--- src/rtl/tqvp_gera_gray_tracker.sv ---
`default_nettype none
// ============================================================================
// Module   : tqvp_gera_gray_tracker
// Purpose  : TinyQV peripheral that samples an absolute Gray-coded position on
//            ui_in[WIDTH-1:0], optionally debounces it, decodes it to binary
//            and tracks step direction, revolutions and skipped codes.
// Revision : 1.0 - initial release
//
// Parameters:
//   WIDTH    - Gray bits taken from ui_in (2..7; ui_in[7] is UART RX)
//   DEBOUNCE - consecutive stable cycles needed to accept a code (2..255)
//
// Build option:
//   GRAY_TRACK_DEBOUNCE_EN - when defined, a candidate/counter debouncer
//                            filters the input; otherwise any new code is
//                            accepted on the first edge it is sampled.
//
// Ports:
//   clk        - project clock
//   rst        - synchronous active-high reset
//   ui_in      - input PMOD (pre-synchronised), bits [WIDTH-1:0] used
//   uo_out     - {skip, dir, pos[5:0]}
//   address    - register select (0 POS, 1 GRAY, 2 REV, 3 STATUS)
//   data_write - single-cycle write strobe
//   data_in    - write data
//   data_out   - combinational read data
// ============================================================================
module tqvp_gera_gray_tracker #(
  parameter int WIDTH    = 6,
  parameter int DEBOUNCE = 16
) (
  input  logic       clk,
  input  logic       rst,
  input  logic [7:0] ui_in,
  output logic [7:0] uo_out,
  input  logic [3:0] address,
  input  logic       data_write,
  input  logic [7:0] data_in,
  output logic [7:0] data_out
);

  typedef enum logic {
    ST_INIT  = 1'b0,
    ST_TRACK = 1'b1
  } state_e;

  localparam logic [WIDTH-1:0] STEP_UP   = WIDTH'(1);
  localparam logic [WIDTH-1:0] STEP_DOWN = '1;
  localparam logic [WIDTH-1:0] POS_MAX   = '1;
  localparam logic [WIDTH-1:0] POS_MIN   = '0;

  state_e           state_q;
  logic [WIDTH-1:0] acc_q;
  logic [WIDTH-1:0] pos_q;
  logic [7:0]       rev_q;
  logic             dir_q;
  logic             moved_q;
  logic             skip_q;

  logic [WIDTH-1:0] sample_w;
  logic             accept_w;
  logic [WIDTH-1:0] new_code_w;
  logic [WIDTH-1:0] new_bin_w;
  logic [WIDTH-1:0] delta_w;
  logic             wr_rev_w;
  logic             wr_status_w;
  logic [5:0]       pos6_w;
  logic             unused_ui_w;

  assign sample_w    = ui_in[WIDTH-1:0];
  assign unused_ui_w = ^ui_in;

  // Gray to binary: each binary bit is the XOR of all Gray bits at or above it.
  function automatic logic [WIDTH-1:0] gray2bin(input logic [WIDTH-1:0] g);
    logic [WIDTH-1:0] b;
    b[WIDTH-1] = g[WIDTH-1];
    for (int i = WIDTH - 2; i >= 0; i--) begin
      b[i] = g[i] ^ b[i+1];
    end
    return b;
  endfunction

`ifdef GRAY_TRACK_DEBOUNCE_EN
  localparam logic [7:0] CNT_LAST = 8'(DEBOUNCE - 1);

  logic [WIDTH-1:0] cand_q;
  logic [7:0]       cnt_q;

  // The counter saturates at CNT_LAST so a code held indefinitely stays
  // eligible; acceptance is then gated by cand != acc.
  always_ff @(posedge clk) begin
    if (rst) begin
      cand_q <= '0;
      cnt_q  <= '0;
    end else if (sample_w != cand_q) begin
      cand_q <= sample_w;
      cnt_q  <= '0;
    end else if (cnt_q < CNT_LAST) begin
      cnt_q <= cnt_q + 8'd1;
    end
  end

  assign accept_w   = (sample_w == cand_q) && (cnt_q == CNT_LAST) && (cand_q != acc_q);
  assign new_code_w = cand_q;
`else
  logic [31:0] unused_debounce_w;
  assign unused_debounce_w = 32'(DEBOUNCE);

  assign accept_w   = (sample_w != acc_q);
  assign new_code_w = sample_w;
`endif

  assign new_bin_w   = gray2bin(new_code_w);
  assign delta_w     = new_bin_w - pos_q;
  assign wr_rev_w    = data_write && (address == 4'h2);
  assign wr_status_w = data_write && (address == 4'h3);

  // Clears are applied first and event updates afterwards so that a flag set
  // in the same cycle wins over W1C; the REV write is applied last so it wins
  // over a wrap.
  always_ff @(posedge clk) begin
    if (rst) begin
      state_q <= ST_INIT;
      acc_q   <= '0;
      pos_q   <= '0;
      rev_q   <= '0;
      dir_q   <= 1'b0;
      moved_q <= 1'b0;
      skip_q  <= 1'b0;
    end else begin
      if (wr_status_w) begin
        if (data_in[0]) dir_q   <= 1'b0;
        if (data_in[1]) moved_q <= 1'b0;
        if (data_in[2]) skip_q  <= 1'b0;
      end

      if (accept_w) begin
        acc_q <= new_code_w;
        pos_q <= new_bin_w;
        case (state_q)
          ST_INIT: begin
            state_q <= ST_TRACK;
          end
          default: begin
            moved_q <= 1'b1;
            if (delta_w == STEP_UP) begin
              dir_q <= 1'b1;
              if (pos_q == POS_MAX) rev_q <= rev_q + 8'd1;
            end else if (delta_w == STEP_DOWN) begin
              dir_q <= 1'b0;
              if (pos_q == POS_MIN) rev_q <= rev_q - 8'd1;
            end else begin
              skip_q <= 1'b1;
            end
          end
        endcase
      end

      if (wr_rev_w) rev_q <= data_in;
    end
  end

  // Zero-extend narrow positions, truncate a 7-bit one to the 6 output bits.
  assign pos6_w = 6'(pos_q);
  assign uo_out = {skip_q, dir_q, pos6_w};

  always_comb begin
    data_out = 8'h00;
    case (address)
      4'h0:    data_out = 8'(pos_q);
      4'h1:    data_out = 8'(acc_q);
      4'h2:    data_out = rev_q;
      4'h3:    data_out = {5'b00000, skip_q, moved_q, dir_q};
      default: data_out = 8'h00;
    endcase
  end

endmodule
`default_nettype wire

--- config.mk ---
export PLATFORM = sky130hd
export DESIGN_NAME = tqvp_gera_gray_tracker
export DESIGN_NICKNAME = d
export VERILOG_FILES = /design/src/rtl/tqvp_gera_gray_tracker.sv
export SDC_FILE = /design/constraint.sdc
export NUM_CORES = 1
export LEC_CHECK = 0
export ABC_CLOCK_PERIOD_IN_PS = 16800
export BUFFER_PORTS_ARGS = -buffer_cell sky130_fd_sc_hd__buf_2
export CORE_MARGIN = 2
export CORE_UTILIZATION = 50
export DETAILED_ROUTE_END_ITERATION = 8
export PLACE_DENSITY = 0.81
export SETUP_SLACK_MARGIN = 0.4
export SLEW_MARGIN = 20
export SYNTH_ARGS = -nofsm -noshare
export SYNTH_HDL_FRONTEND = slang
export SYNTH_SLANG_ARGS = --single-unit
--- constraint.sdc ---
create_clock -name clk -period 16.8 [get_ports clk]
set_clock_uncertainty 0.15 [all_clocks]
set_input_delay 3.36 -clock clk [delete_from_list [all_inputs] [get_ports clk]]
set_output_delay 3.36 -clock clk [all_outputs]
set_load 0.02 [all_outputs]
==> out/qor.txt, run 1 <==
Status = completed
Asr flop ratio synth = 0
Pwr dens = 80.98 nW/um^2
First-pass GRT wire length = 7162 um
Number of global-route vias before repair = 1,575
DR WL met2 = 1921 um
Final Critical Period = 8323 ps
Num CTS Buffers = 3
Combinational Power Share = 0.462
Routed WL per cell = 13.82 um
Crit-path max FO = 9
WL met1 = 1902 um
Die Height = 64.18 um
# setup viols final = 0
# rows = 21
Area leader, netlist = dfxtp_1
Yosys reg bits = 23
Crit path DAT = 8380 ps
Postcts setup bufs = 0
RSZ-0062 raised after global routing = no
Initial antenna violation count = 0
Clk slew on worst S/H paths = 130 ps
Synth top area share = 0.2543
Worst path slowest cell = o41ai_1
Top-level I/O count = 39
Multi-input logic area = 1255 um^2
Slew HR = 0.6287
Syn_nets = 250
Final wirelength = 4007 um
Synth area leaders = dfxtp_1, ha_1, nor2_1
Buf+Inv Stages, Crit Path = 2
Hold_ws = 347.4 ps
Critical path capture point type = register
Die area = 4118 um^2
Clock Latency Late Sink = 310 ps
Detailed-route DRC error count = 0
Via count = 1,600
Distinct cells, synth = 52
Sw Pwr = 0.06334 mW
Global route total overflow = 0
Fmax = 120.1 MHz
Peak supply drop = 0.04420 mV
Initial DRC Count = 56
Met3 Wirelength = 151 um
Worst hold path class = reg2reg
Uppermost layer routed = met4
PortBufs = 36
Worst slew pin tran = 555.6 ps
Max-cap violations = 0
Seq/Total Area, Yosys = 0.2543
Most used DFF post-synth = dfxtp_1
Critical-path cell list = buf_2 > xor2_1 > xor2_1 > xor2_2 > xor2_2 > xnor2_1 > ha_1 > nor2b_4 > o31a_1 > o211a_1 > nor4_1 > o21ai_0 > buf_4 > ha_1 > a21o_1 > a21oi_1 > o21ai_0 > o41ai_1 > nor3_1 > o2111ai_1 > or3b_1
Setup TNS = 0 ps
Total core area = 3416 um^2
Nets@finish = 282
Cell Int Power = 0.1013 mW
EDFF count, synth = 0
Clk sink count = 23
Final period utilization = 0.4954
Overall Global Routing Usage = 0.2165
Data required time of the critical path = 16,860 ps
Layout area overhead = 12.30%
Largest net degree at the start of global routing = 26
PostCTS Resize Cnt = 0
GP Congestion = 0.8339
CTS tree = yes
Die X = 64.18 um
CP delay by family, top = compound AO/OA/AOI/OAI gates
Final Max Slew Viols = 0
Number of detailed-route iterations in the first pass = 4
Final Hold Viols = 0
Dpl hpwl = 3148 um
Ys Warns = 0
Fillers = 323
Root buf cell = clkbuf_4
Critical Path Start Type = input pin
Core Util, Final = 0.5952
Hold_buf cts = 0
Vias/cell = 5.517
Critical setup path kind = in2reg
Switching Share = 0.3847
Sequential Area = 460.4 um^2
Antenna-violating nets left = 0
H-tree depth = 1
Post-Synthesis Cells = 213
Starting density of the core = 0.5300
Clock network power share = 0.158
Mean Syn Cell Area = 8.500 um^2
Leakage Power = 0.8950 nW
Flop pwr share = 0.380
Share of layout cells above drive strength 1 = 0.2172
Ant diodes = 0
Crit path largest cell delay = 440 ps
Max clock buf depth = 2
Post-Syn Area = 1810 um^2
-- sequential cells by signal, indices dropped and copies added (netlist names) --
signal / flops
moved_q: 1
rev_q: 8
skip_q: 1
dir_q: 1
acc_q: 6
state_q: 1
pos6_w: 5
-- cell families after synthesis --
logic type                 count (synthesis)  share of synthesized area
muxes                                     10                    0.07671
AOI/OAI and AO/OA                         45                     0.1755
adders and majority gates                 14                     0.1009
buffers and inverters                     22                    0.05252
xor gates and xnor gates                  20                     0.1050
and+or+nand+nor                           79                     0.2350
DFF                                       23                     0.2543
-- worst min-delay path: stages, from the launching register on --
cell	delay, ps
dfxtp_1	330
o21ai_0	70
a21oi_1	60
-- synthesized netlist by cell type (2+ instances only) --
| master | number |
|---|---|
| dfxtp_1 | 23 |
| a21o_1 | 2 |
| a31oi_1 | 2 |
| nor3_1 | 6 |
| inv_1 | 12 |
| nand4_1 | 3 |
| nor4_1 | 3 |
| clkbuf_1 | 6 |
| xor2_2 | 2 |
| xnor2_1 | 11 |
| o21a_1 | 3 |
| nand2_1 | 7 |
| nor2_1 | 29 |
| nor2b_1 | 8 |
| a211oi_1 | 7 |
| and2_1 | 5 |
| buf_4 | 3 |
| nand3_1 | 3 |
| or2_2 | 2 |
| o2111ai_1 | 2 |
| o21ai_0 | 4 |
| nor2b_4 | 2 |
| mux2i_1 | 6 |
| a21oi_1 | 14 |
| ha_1 | 13 |
| xor2_1 | 7 |
| mux4_2 | 3 |
-- power groups by stage --
| stage | Combinational (mW) | Clock [mW] | Sequential (mW) |
|---|---|---|---|
| floorplan | 0.0582 | 0 | 0.0645 |
| global placement | 0.0733 | 0 | 0.0638 |
| detailed placement | 0.0751 | 0 | 0.0638 |
| CTS | 0.0756 | 0.0265 | 0.0626 |
| global route | 0.0846 | 0.0299 | 0.0632 |
| finish | 0.0761 | 0.0260 | 0.0626 |
-- stage by stage --
step / setup slack, ps / cell area, um^2 / instances / power, mW
2_1_floorplan: 8782 / 1810 / 213 / 0.1227
3_3_place_gp: 8295 / 2006 / 286 / 0.1371
3_5_place_dp: 8173 / 2006 / 286 / 0.1389
4_1_cts: 8499 / 2033 / 290 / 0.1647
5_1_grt: 7951 / 2033 / 290 / 0.1777
6_report: 8477 / 2033 / 290 / 0.1646
-- cell usage in the layout, fill, tap and decap left out, drive strengths merged, types with 2 or more instances in the layout --
master and instances:
nor2b 10, dfxtp 23, a211oi 7, o2111ai 2, o21a 3, nand3 3, inv 12, a31oi 2
mux4 3, or4 2, xor2 9, o21ai 4, and2 6, nor4 3, clkbuf 3, a21oi 14
xnor2 11, nand4 3, a21o 2, ha 13, mux2i 6, buf 37, or2 2, nand2 7
nor3 6, nor2 29
-- worst paths after layout --
path,cells after the start,slack [ps],end,from
setup / recovery,21,8480,rev_q[7],ui_in[4]
hold / removal,2,350,moved_q,moved_q
setup reg to reg,16,12300,rev_q[7],pos6_w[1]
hold reg to reg,2,350,moved_q,moved_q
-- metal layers --
layer / vias to the layer above / track usage
met5: - / 0
li1: 818 / -
met4: 0 / 0.04255
met1: 745 / 0.2843
met2: 33 / 0.3750
met3: 4 / 0.03521
-- layout make-up --
cell class,count,area share
sequential,23,0.2265
multi-input combinational,168,0.6172
inverter,12,0.02215
timing repair buffer,37,0.09231
clock inverter,1,0.002462
tap,46,0.02831
clock buffer,3,0.01108
(Power assumes the default switching activity.)
==> run 2: changes to the inputs <==
--- a/config.mk
+++ b/config.mk
@@ -5,12 +5,12 @@
 export SDC_FILE = /design/constraint.sdc
 export NUM_CORES = 1
 export LEC_CHECK = 0
-export ABC_CLOCK_PERIOD_IN_PS = 16800
+export ABC_CLOCK_PERIOD_IN_PS = 6900
 export BUFFER_PORTS_ARGS = -buffer_cell sky130_fd_sc_hd__buf_2
 export CORE_MARGIN = 2
-export CORE_UTILIZATION = 50
+export CORE_UTILIZATION = 49
 export DETAILED_ROUTE_END_ITERATION = 8
-export PLACE_DENSITY = 0.81
+export PLACE_DENSITY = 0.83
 export SETUP_SLACK_MARGIN = 0.4
 export SLEW_MARGIN = 20
 export SYNTH_ARGS = -nofsm -noshare
==> constraint.sdc (replaced) <==
create_clock -name clk -period 6.9 [get_ports clk]
set_clock_uncertainty 0.15 [all_clocks]
set_input_delay 1.38 -clock clk [delete_from_list [all_inputs] [get_ports clk]]
set_output_delay 1.38 -clock clk [all_outputs]
set_load 0.02 [all_outputs]
==> out/qor.txt, run 2 (same netlist as run 1, synthesis figures left out) <==
Status = completed
Switching Share = 0.3736 (-0.01110)
Top-level I/O count = 39 (unchanged)
Min-delay src = moved_q
Most frequent cells in the layout = buf_2, nor2_1, dfxtp_1
Uppermost layer routed = met4
Die Height = 64.79 um (+0.95%)
Starting density of the core = 0.5021 (-0.02795)
Total core area = 3606 um^2 (+5.6%)
Worst path slowest cell = or3b_1
Slew HR = 0.6343 (+0.005617)
Critical Path Start Type = input pin
Worst Hold Path EP = moved_q
Setup TNS = 0 ps (unchanged)
Met3 Wirelength = 239 um (+58%)
Clock network power share = 0.203 (+0.045)
Multi-input logic area = 1270 um^2 (+1.2%)
Clock Latency Late Sink = 270 ps (-40 ps)
Buf+Inv Stages, Crit Path = 2 (unchanged)
Layout area overhead = 14.24%
First-pass GRT wire length = 7113 um (-0.68%)
Postcts setup bufs = 0 (unchanged)
Critical-path cell list = buf_2 > xor2_1 > xor2_2 > xor2_2 > xor2_2 > xnor2_1 > ha_1 > nor2b_4 > o31a_1 > o211a_1 > nor4_1 > o21ai_1 > buf_4 > ha_1 > a21oi_1 > o21ai_0 > o41ai_2 > nor3_1 > o2111ai_1 > or3b_1
Initial DRC Count = 58 (+3.6%)
Final wirelength = 4227 um (+5.5%)
Pwr dens = 206.1 nW/um^2 (+150%)
Largest Register = rev_q
Via count = 1,633 (+2.1%)
# rows = 22 (+4.8%)
Fmax = 163.9 MHz
Number of global-route vias before repair = 1,528 (-3.0%)
Crit path DAT = 6110 ps (-2270 ps)
Clk sink count = 23 (unchanged)
WL met1 = 1891 um (-0.58%)
Root buf cell = clkbuf_8
CP delay by family, top = compound AO/OA/AOI/OAI gates
DR WL met2 = 1997 um (+4.0%)
Die X = 64.79 um (+0.95%)
Critical path's most frequent cell = xor2_2
Max FFs per register = 8 (unchanged)
Critical path capture point type = register
Data required time of the critical path = 6910 ps (-9950 ps)
Antenna-violating nets left = 0 (unchanged)
Critical setup path kind = in2reg
Max-cap violations = 0 (unchanged)
Cell Int Power = 0.2671 mW (+160%)
Sw Pwr = 0.1593 mW (+150%)
Number of detailed-route iterations in the first pass = 4 (unchanged)
Share of layout cells above drive strength 1 = 0.2213 (+0.004098)
Dpl hpwl = 3176 um (+0.86%)
WHS Path Cells = 2 (unchanged)
Routed WL per cell = 14.48 um (+4.8%)
Most common cell after layout, fill and taps aside = buf_2
Ant diodes = 0 (unchanged)
RSZ-0062 raised after global routing = no
Final Max Slew Viols = 0 (unchanged)
PortBufs = 36 (unchanged)
# setup viols final = 0 (unchanged)
H-tree depth = 1 (unchanged)
Clk slew on worst S/H paths = 90 ps (-40 ps)
Overall Power = 0.4264 mW (+160%)
Final Hold Viols = 0 (unchanged)
Crit-path max FO = 6 (-3)
Largest net degree at the start of global routing = 26 (unchanged)
GP Congestion = 0.8871 (+6.4%)
Final Critical Period = 6101 ps
CTS tree = yes
Leakage Power = 0.9040 nW (+1.0%)
Combinational Power Share = 0.438 (-0.024)
Detailed-route DRC error count = 0 (unchanged)
Vias/cell = 5.592 (+1.4%)
Reg2Reg Launch Point = pos6_w[1]
Reg2reg path depth = 15 (-1)
Placement Setup Slack = 285.4 ps (-7887 ps)
Crit path largest cell delay = 350 ps (-90 ps)
Setup ws final = 799.4 ps (-7677 ps)
Peak supply drop = 0.1385 mV (+210%)
Die area = 4197 um^2 (+1.9%)
R2R Setup Slk = 2630 ps (-9670 ps)
Worst slew pin tran = 547.0 ps (-8.612 ps)
Fillers = 328 (+1.5%)
Flop pwr share = 0.358 (-0.022)
Global route total overflow = 0 (unchanged)
Sequential Area = 460.4 um^2 (unchanged)
Overall Global Routing Usage = 0.2179 (+0.001395)
Final period utilization = 0.8841
Worst hold path class = reg2reg
Reg2reg end = rev_q[7]
Max clock buf depth = 2 (unchanged)
Initial antenna violation count = 0 (unchanged)
Num CTS Buffers = 3 (unchanged)
Nets@finish = 282 (unchanged)
## run 2: per-stage QoR
step | util | std cells | area [um^2] | hold slack, ps
6_report | 0.5736 | 292 | 2068 | 359.9
3_5_place_dp | 0.5569 | 288 | 2008 | 350.8
5_1_grt | 0.5736 | 292 | 2068 | 385.4
2_1_floorplan | - | 213 | 1810 | 300.9
3_3_place_gp | 0.5569 | 288 | 2008 | 330.2
4_1_cts | 0.5694 | 292 | 2053 | 362.6
## run 2: area by class of cell
type	count	area share
clock buffer	4	0.02178
multi-input combinational	168	0.6140
inverter	12	0.02178
tap	48	0.02904
sequential	23	0.2226
timing repair buffer	37	0.09074
## run 2: power by group through the flow
stage	clock, mW	combinational (mW)	sequential (mW)
after floorplan	0	0.142	0.157
after global placement	0	0.178	0.156
after detailed placement	0	0.183	0.156
after CTS	0.0885	0.184	0.153
after global routing	0.0941	0.208	0.154
final	0.0867	0.187	0.153
## run 2: worst max-delay path by stage
stage / startpoint / endpoint / depth (start not counted)
after floorplan: ui_in[4] / rev_q[7] / 19
after global placement: ui_in[4] / rev_q[7] / 20
after detailed placement: ui_in[4] / rev_q[7] / 20
after CTS: ui_in[4] / rev_q[7] / 20
after global routing: ui_in[5] / rev_q[7] / 20
final: ui_in[5] / rev_q[7] / 20
## run 2: worst reg2reg max path, stage by stage (launching register included)
cell and delay (ps):
dfxtp_1 420, inv_1 80, ha_1 370, nor2b_4 160, o31a_1 240, o211a_1 260
nor4_1 340, o21ai_1 230, buf_4 220, ha_1 310, a21oi_1 210, o21ai_0 170
o41ai_2 340, nor3_1 110, o2111ai_1 190, or3b_1 350
## run 2: per-layer routing
layer / vias up / track usage
met5: - / 0
met1: 748 / 0.3002
met3: 9 / 0.02604
met4: 0 / 0.09574
li1: 819 / -
met2: 57 / 0.3415
## run 2: timing repair
item | in CTS | in global routing
endpoints found under the hold margin | 0 | 0
hold buffers | 0 | 0
gates resized for setup | 0 | 3
setup endpoints to repair | 0 | 1
==> run 3: changes to the inputs <==
--- a/config.mk
+++ b/config.mk
@@ -8,9 +8,10 @@
 export ABC_CLOCK_PERIOD_IN_PS = 6900
 export BUFFER_PORTS_ARGS = -buffer_cell sky130_fd_sc_hd__buf_2
 export CORE_MARGIN = 2
-export CORE_UTILIZATION = 49
+export CORE_UTILIZATION = 50
+export CTS_BUF_LIST = sky130_fd_sc_hd__clkbuf_8
 export DETAILED_ROUTE_END_ITERATION = 8
-export PLACE_DENSITY = 0.83
+export PLACE_DENSITY = 0.84
 export SETUP_SLACK_MARGIN = 0.4
 export SLEW_MARGIN = 20
 export SYNTH_ARGS = -nofsm -noshare
==> out/qor.txt, run 3 (same netlist as run 1, synthesis figures left out) <==
Share of layout cells above drive strength 1 = 0.2295 (+0.008197)
Worst slew pin tran = 553.1 ps (+6.030 ps)
First-pass GRT wire length = 6679 um (-6.1%)
Largest Register = rev_q
Cell Int Power = 0.2658 mW (-0.46%)
Data required time of the critical path = 6900 ps (about the same)
Status = completed
Num CTS Buffers = 3 (unchanged)
Crit path DAT = 6090 ps (-20 ps)
Detailed-route DRC error count = 0 (unchanged)
Layout Cells excl Fill = 290 (-0.68%)
Fillers = 315 (-4.0%)
Max-cap violations = 0 (unchanged)
Placed cells = 286 (-0.69%)
Leakage Power = 0.9076 nW (+0.40%)
Setup ws final = 813.2 ps (+13.85 ps)
Number of detailed-route iterations in the first pass = 4 (unchanged)
Ant diodes = 0 (unchanged)
# rows = 21 (-4.5%)
RSZ-0062 raised after global routing = no
Critical Path Start Type = input pin
Layout area overhead = 14.65%
Sw Pwr = 0.1563 mW (-1.8%)
Sequential Area = 460.4 um^2 (unchanged)
Max clock buf depth = 2 (unchanged)
Slew HR = 0.6304 (-0.003892)
Initial antenna violation count = 0 (unchanged)
Top-level I/O count = 39 (unchanged)
Combinational Power Share = 0.445 (+0.007)
PostCTS Resize Cnt = 0 (unchanged)
Final Hold Viols = 0 (unchanged)
Die X = 64.18 um (-0.94%)
Multi-input logic area = 1280 um^2 (+0.79%)
Most frequent cells in the layout = buf_2, nor2_1, dfxtp_1
GP Congestion = 0.9357 (+5.5%)
Die Height = 64.18 um (-0.94%)
Final wirelength = 4048 um (-4.2%)
Clk sink count = 23 (unchanged)
Routed WL per cell = 13.96 um (-3.6%)
Via count = 1,631 (-0.12%)
Postcts setup bufs = 0 (unchanged)
Max FFs per register = 8 (unchanged)
Peak supply drop = 0.1266 mV (-8.6%)
H-tree depth = 1 (unchanged)
Pwr dens = 203.4 nW/um^2 (-1.3%)
Vias/cell = 5.624 (+0.57%)
Critical path capture point type = register
Dpl hpwl = 3131 um (-1.4%)
Most common cell after layout, fill and taps aside = buf_2
Worst hold path class = reg2reg
Core Util, Final = 0.6077 (+0.03413)
Fmax = 164.3 MHz (+0.23%)
Flop pwr share = 0.362 (+0.004)
Total core area = 3416 um^2 (-5.3%)
Critical setup path kind = in2reg
Placement Setup Slack = 315.8 ps (+30.41 ps)
Final Max Slew Viols = 0 (unchanged)
Hold_buf cts = 0 (unchanged)
Clock Latency Late Sink = 260 ps (about the same)
CTS tree = yes
Final period utilization = 0.8821 (-0.002007)
# setup viols final = 0 (unchanged)
Largest net degree at the start of global routing = 26 (unchanged)
Antenna-violating nets left = 0 (unchanged)
Starting density of the core = 0.5300 (+0.02795)
Switching Share = 0.3703 (-0.003292)
Clock network power share = 0.194 (-0.009)
PortBufs = 36 (unchanged)
Overall Global Routing Usage = 0.1998 (-0.01812)
Crit-path max FO = 8 (+2)
Die area = 4118 um^2 (-1.9%)
Setup TNS = 0 ps (unchanged)
Nets@finish = 282 (unchanged)
Root buf cell = clkbuf_8
Number of global-route vias before repair = 1,567 (+2.6%)
Initial DRC Count = 84 (+45%)
Global route total overflow = 0 (unchanged)
Final Critical Period = 6087 ps (-13.85 ps)
Clk slew on worst S/H paths = 80 ps (about the same)
[run 3: changes by cell type in the layout (fill, tap and decap cells not counted), sizes merged]
cell    change
clkbuf      -1
inv         +1
[run 3: worst paths after layout]
kind	start	endpoint	slack (ps)	depth (start not counted)
max	ui_in[4]	rev_q[7]	810	20
min	moved_q	moved_q	340	2
max reg2reg	pos6_w[1]	rev_q[7]	2530	15
min reg2reg	moved_q	moved_q	340	2
[run 3: final cells by class]
cell class	instances	area share
Clock buffer	3	0.01989
Clock inverter	1	0.001808
Inverter	12	0.02170
Multi-Input combinational cell	168	0.6166
Sequential cell	23	0.2218
Tap cell	46	0.02773
Timing Repair Buffer	37	0.09042
[run 3: metal layers]
metal / global-route usage / up-vias / wire length [um]
met2: 0.3424 / 47 / 1916
met1: 0.2489 / 754 / 1831
met4: 0.04787 / 0 / 38
met3: 0.05282 / 6 / 261
li1: - / 824 / -
met5: 0 / - / 0
[run 3: worst max-delay path, cell delays in order]
cell and delay [ps]:
buf_2 130, xor2_2 250, xor2_2 260, xor2_2 250
xor2_2 230, xnor2_1 210, ha_1 280, nor2b_4 50
o31a_1 240, o211a_1 270, nor4_1 370, o21ai_0 220
buf_4 220, ha_1 330, a21oi_1 230, o21ai_0 200
o41ai_2 320, nor3_1 110, o2111ai_1 190, or3b_1 350
[run 3: stage by stage]
| step | power [mW] | hold slack [ps] | instance area [um^2] |
|---|---|---|---|
| 3_3_place_gp | 0.3322 | 315.4 | 2006 |
| 6_report | 0.4222 | 341.5 | 2076 |
| 4_1_cts | 0.4207 | 337.1 | 2051 |
| 3_5_place_dp | 0.3394 | 325.5 | 2006 |
| 2_1_floorplan | 0.2987 | 300.9 | 1810 |
| 5_1_grt | 0.4519 | 367.9 | 2076 |
[run 3: power groups by stage]
| stage | Sequential [mW] | Combinational [mW] | Clock (mW) |
|---|---|---|---|
| global placement | 0.156 | 0.177 | 0 |
| finish | 0.153 | 0.188 | 0.0819 |
| floorplan | 0.157 | 0.142 | 0 |
| CTS | 0.153 | 0.184 | 0.0839 |
| global route | 0.154 | 0.207 | 0.0903 |
| detailed placement | 0.156 | 0.184 | 0 |
